### src/rtl/fetch_queue.sv
// rtl/fetch_queue.sv - PC generator and prefetch FIFO feeding decode from instruction memory
// Issues one fetch per cycle while space exists; returned words are tagged with their PC.
module fetch_queue #(
  parameter int                 DEPTH    = 4,
  parameter int                 ADDR_W   = 16,
  parameter int                 INSTR_W  = 17,
  parameter logic [ADDR_W-1:0]  RESET_PC = '0
) (
  input  logic                     clk,
  input  logic                     rst,
  input  logic                     flush,
  input  logic [ADDR_W-1:0]        flush_pc,
  output logic [ADDR_W-1:0]        im_addr,
  output logic                     im_rd_en,
  input  logic [INSTR_W-1:0]       im_instr,
  output logic                     if_valid,
  output logic [INSTR_W-1:0]       if_instr,
  output logic [ADDR_W-1:0]        if_pc,
  input  logic                     if_ready,
  output logic [$clog2(DEPTH):0]   fifo_count
);

  localparam int PW = $clog2(DEPTH);
  localparam int CW = PW + 1;
  localparam logic [CW-1:0] FULL_CNT = CW'(DEPTH);

  logic [ADDR_W-1:0]  r_pc;
  logic [CW-1:0]      r_count;
  logic [PW-1:0]      r_rd_ptr;
  logic [PW-1:0]      r_wr_ptr;
  logic [INSTR_W-1:0] r_instr_q [DEPTH];
  logic [ADDR_W-1:0]  r_pc_q    [DEPTH];

  logic w_pop;
  logic w_push;
  logic w_has_space;

  assign if_valid    = (r_count != '0);
  assign if_instr    = r_instr_q[r_rd_ptr];
  assign if_pc       = r_pc_q[r_rd_ptr];
  assign fifo_count  = r_count;

  assign w_pop       = if_valid & if_ready;
  assign w_has_space = (r_count < FULL_CNT);

  // A pop frees the slot the returning word will land in, so issue may proceed when full.
  assign im_rd_en    = !rst & !flush & (w_has_space | w_pop);
  assign im_addr     = r_pc;
  assign w_push      = im_rd_en;

  always_ff @(posedge clk) begin
    if (rst) begin
      r_pc     <= RESET_PC;
      r_count  <= '0;
      r_rd_ptr <= '0;
      r_wr_ptr <= '0;
      for (int i = 0; i < DEPTH; i++) begin
        r_instr_q[i] <= '0;
        r_pc_q[i]    <= '0;
      end
    end else if (flush) begin
      // Entries are abandoned by resetting the pointers; storage contents are don't-care.
      r_pc     <= flush_pc;
      r_count  <= '0;
      r_rd_ptr <= '0;
      r_wr_ptr <= '0;
    end else begin
      if (w_push) begin
        r_instr_q[r_wr_ptr] <= im_instr;
        r_pc_q[r_wr_ptr]    <= r_pc;
        r_wr_ptr            <= r_wr_ptr + 1'b1;
        r_pc                <= r_pc + 1'b1;
      end
      if (w_pop) begin
        r_rd_ptr <= r_rd_ptr + 1'b1;
      end
      case ({w_push, w_pop})
        2'b10:   r_count <= r_count + 1'b1;
        2'b01:   r_count <= r_count - 1'b1;
        default: r_count <= r_count;
      endcase
    end
  end

endmodule

### config.mk
export PLATFORM = sky130hd
export DESIGN_NAME = fetch_queue
export DESIGN_NICKNAME = d
export VERILOG_FILES = /design/src/rtl/fetch_queue.sv
export SDC_FILE = /design/constraint.sdc
export NUM_CORES = 1
export LEC_CHECK = 0
export ABC_AREA = 1
export BUFFER_PORTS_ARGS = -buffer_cell sky130_fd_sc_hd__buf_4
export CORE_MARGIN = 1.5
export CORE_UTILIZATION = 50
export DETAILED_ROUTE_END_ITERATION = 12
export GPL_ROUTABILITY_DRIVEN = 0
export PLACE_DENSITY = 0.75
export SLEW_MARGIN = 20
export SYNTH_ARGS = -nofsm -noshare
export SYNTH_HDL_FRONTEND = slang
export SYNTH_SLANG_ARGS = --single-unit
### constraint.sdc
create_clock -name clk -period 4.89 [get_ports clk]
set_input_delay 0.7335 -clock clk [delete_from_list [all_inputs] [get_ports clk]]
set_output_delay 0.7335 -clock clk [all_outputs]
set_load 0.005 [all_outputs]
; Yosys cells after proc, flatten, opt, wreduce, memory -nomap -nowiden
; Memories as Yosys holds them, arrays and structs flattened. A register that Yosys moved wholly into a read port is not among the register bits.
; Cells that the tools add are included.
[word_totals]
out_inout_bits = 54
reg_bits = 23
word_cells = 45
in_bits = 37
mem_bits_rw = 132
romBits = 0
latch_bits = 0
mem_count = 2
[memory_table]
columns = name, words, word_bits, read_ports, rd_clocked_by_memory_dff, write_ports, line_no
row1 = r_instr_q, 4, 17, 1, 1, 4, 31  ; logic [INSTR_W-1:0] r_instr_q [DEPTH];
row2 = r_pc_q, 4, 16, 1, 1, 4, 32  ; logic [ADDR_W-1:0] r_pc_q [DEPTH];
[classes]
n_eq_ne = 2
n_div = 0
n_lt_le_gt_ge = 1
addsub = 5
n_shift = 0
muxes = 19
n_reduce_logical = 8
n_mul = 0
bitwise = 4
[ops]
columns = cell, n
row1 = two-way mux 16 bit, 3
row2 = two-way mux 17 bit, 1
row3 = OR reduction 17 bit, 1
row4 = adder 16 x 1 -> 16 bit (second input constant), 1
row5 = OR reduction 16 bit, 1
row6 = two-way mux 2 bit, 6
row7 = two-way mux 1 bit, 8
row8 = one-hot mux 3 bit (2 select lines), 1
row9 = adder 2 x 1 -> 2 bit (second input constant), 2
row10 = nonzero test 2 bit, 2
row11 = adder 3 x 1 -> 3 bit (second input constant), 1
row12 = bitwise AND 1 bit, 3
row13 = less-than comparator 3 bit (second input constant), 1
row14 = nonzero test 3 bit, 1
row15 = subtractor 3 x 1 -> 3 bit (second input constant), 1
row16 = equality test 2 x 1 -> 1 bit (second input constant), 1
row17 = equality test 2 bit (second input constant), 1
row18 = logical NOT 1 bit, 2
row19 = OR reduction 2 bit, 1
row20 = OR 1 bit, 1

; Longest topological paths before layout
[logic_depth]
depth_word = 10
mapped_depth = 13
ltp_nobuf = 11

; Worst setup path after synthesis
; OpenSTA, ideal clock, no wires.
[synth_path]
path_kind = input to register
start = in rst
end = mem r_instr_q[3][0], enable pin
setup_time_ns = 0.474
stages = 6
path_buffers = 3
t_required_ns = 4.416
arrival_ns = 3.905
setup_slack_ns = 0.511
path_cell_list = buf_4 > nor2_8 > nand2_4 > buf_6 > buf_2 > a211oi_1
[synth_lines]
columns = element, line_no
row1 = from (decl), 10  ; input logic rst,
row2 = to (decl), 31

==> results.md <==
- Comb pwr share: 7.8%
- Mapped Area: 7090 µm²
- Max Freq: 308 MHz
- CP max stage cell: inv_2
- Clk root buf: clkbuf_16
- CP Buf/Inv Count: 3
- Die W: 122 µm
- Net switching power: 0.000701 W
- Max-cap viol count: 0
- CP endpoint kind: primary output
- Tot Pwr: 0.00334 W
- Sequential fraction of the synthesis area: 63.0%
- Cell count after synthesis: around 750
- Family with the most delay on the worst path: buffers and inverters
- First-pass GRT wire length: 24,800 µm
- P_int: 0.00264 W
- Clock power frac: between 40% and 50%
- Clock buffer depth: 2
- CTS tree: built
- Starting DRT DRC Count: 452
- Register share of total power: 47.0%
- WL/cell: 15.4 µm
- Largest net degree at the start of global routing: slightly below 70
- VDD IR-drop max: about 0.00019 V
- Number of buffers inserted by port buffering: 90
- Reg-to-Reg Start: fifo_count[2]
- Worst hold path stage count: 2
- Worst-Margin Slew: 965 ps
- Antenna-violating nets left: 0
- TritonCTS Buffers: 17
- Hpwl dp: 9590 µm
- Fillers: 1,180
- Startpoint type of the worst setup path: flip-flop
- Resize count post-CTS: 0
- Later-pin clock latency in the skew report: ~420 ps
- Synth unique cells: 27
- Syn_nets: 791
- Vias in the first global route: 5,033
- Mean Syn Cell Area: 9.43 µm²
- Status: complete, no violations
- Initial antenna violation count: 0
- Routed WL: 15,700 µm
- CP required: 4160 ps
- Drt pass-1 iters: 5
- Drt drc: 0
- Gr usage total: 22.0%
- Post-DR vias/cell: 5.26
- Core Box Area: 13,900 µm²
- # diodes: 0
- Clock transition at path regs: 60 ps
- CP Class: flip-flop to primary output
- Final Net Count: 869
- Sw Share: 21.0%
- Final-report hold violation count: 0
- Depth of the CTS H-tree: 4
- Crit-path most repeated cell: buf_4
- Layout cells sized above 1: 16.7%
- FP Rows: 43
- Post-CTS Setup Bufs: 0
- Max incr delay on CP: 790 ps
- Area Overhead vs Synth: 20.6%
- Worst Clk Skew: 5.25 ps
- Crit-path max FO: 67
- Pwr/cell area: around 390 nW/µm²
- Crit path cell chain: buf_4 > inv_2 > o21ai_0 > o22ai_1 > buf_4
- Slew Limit Fails: 0
- Worst r2r dst: r_instr_q[1][5]
- Synth Warn #: 0
- I/O Pins: 91
- RSZ-0062 raised after global routing: false
- Register-to-register path setup slack: ~2400 ps
- Die Y: 122 µm
- Yosys top cell by area: edfxtp_1
- Remaining Overflow, GRT: 0
- CTS Sinks: 157
- Hold buffers post-CTS: 0
- Setup-failing EPs final: 0
- Rel. slew slack: a little over a third
- Minimum clock period: 3240 ps
- Endpoint, Worst Hold: r_rd_ptr[1]
- Worst R2R Path Depth: 7
- Via Count: 5,379
- Yosys top cell area share: 55.9%
- Setup TNS: 0 ps
- Synth area leaders: edfxtp_1, nor2_1, dfxtp_1
- HP Start: r_rd_ptr[1]
- P_leak: 3.57 nW
- Starting Density: between 50% and 60%
- Period utilization: approximately two thirds
- Die ar.: 14,900 µm²
- Worst min path class: flip-flop to flip-flop
- #FFs+latches synth: 157
- Crit path arrival time: about 2500 ps
[synthesized netlist by cell type, drive strengths merged]
master and instances:
a211oi 1, nand2 79, xor2 1, inv 73, ha 2, a22oi 1, clkbuf 18, nand3 29
nor2 231, fa 1, o21ai 82, o211ai 1, buf 22, a21oi 19, nor3 1, o22ai 33
dfxtp 25, edfxtp 132
[state kept, by name, indices dropped and copies added, names as in the netlist, named ones only]
signal and count:
fifo_count 3, im_addr 16, r_instr_q 68, r_pc_q 64, r_rd_ptr 2, r_wr_ptr 2
[placed cells by master, fill, tap and decap left out, types with 7 or more instances in the layout]
cell and instances:
a21oi_1 19, buf_4 99, bufinv_16 7, clkbuf_16 17, dfxtp_1 24, edfxtp_1 132
inv_1 71, nand2_1 76, nand3_1 29, nor2_1 225, o21ai_0 81, o22ai_1 33
[cell families after synthesis]
group	synth area share (%)
AOI/OAI and AO/OA	10.4
xor gates and xnor gates	0.124
adders and majority gates	0.636
buffers and inverters	6.67
DFF	63.0
and+or+nand+nor	19.2
[power groups by stage]
stage | sequential, W | clock [W] | combinational (W)
2_1_floorplan | 0.00159 | 0 | 0.000142
3_3_place_gp | 0.00159 | 0 | 0.000257
3_5_place_dp | 0.00160 | 0 | 0.000263
4_1_cts | 0.00157 | 0.00152 | 0.000264
6_report | 0.00157 | 0.00151 | 0.000261
5_1_grt | 0.00158 | 0.00157 | 0.000290
[per-stage QoR]
| step | hold slack, ps | area (µm²) | util, % | setup slack (ps) | std cells |
|---|---|---|---|---|---|
| floorplan | 433 | 7090 | - | 511 | 751 |
| global placement | 452 | 7870 | 56.7 | 1780 | 990 |
| detailed placement | 456 | 7870 | 56.7 | 1710 | 990 |
| CTS | 473 | 8540 | 61.6 | 1650 | 1022 |
| global route | 519 | 8540 | 61.6 | 1410 | 1022 |
| finish | 471 | 8540 | 61.6 | 1650 | 1022 |
[layout make-up]
type | count | area, µm² | area share, %
inverters | 73 | 274 | 3.21
clock inverters | 14 | 246 | 2.88
flip-flops and latches | 157 | 4470 | 52.3
clock buffers | 18 | 429 | 5.02
repair buffers | 99 | 743 | 8.70
multi-input cells | 481 | 2160 | 25.3
well taps | 180 | 225 | 2.64
[layer usage]
layer / track usage, % / vias up / routed length, µm
li1: - / 2661 / -
met1: 30.2 / 2517 / 7120
met2: 34.8 / 186 / 7510
met3: 4.63 / 15 / 905
met4: 7.72 / 0 / 195
met5: 0 / - / 0
[worst min-delay path, stage by stage, from the launching register on]
cell,delay [ps]
dfxtp_1,310
inv_1,50
a21oi_1,60
[how the worst max path moves through the flow]
stage / start / end / slack, ps / depth (start not counted)
after floorplan: rst / r_instr_q[3][0] / 510 / 6
after global placement: flush / r_pc_q[2][4] / 1780 / 7
after detailed placement: flush / r_instr_q[2][14] / 1710 / 7
after CTS: flip-flop / if_pc[10] / 1650 / 5
after global routing: flip-flop / if_pc[10] / 1410 / 5
final: flip-flop / if_pc[10] / 1650 / 5
No activity file was read; power rests on OpenSTA's default activity.
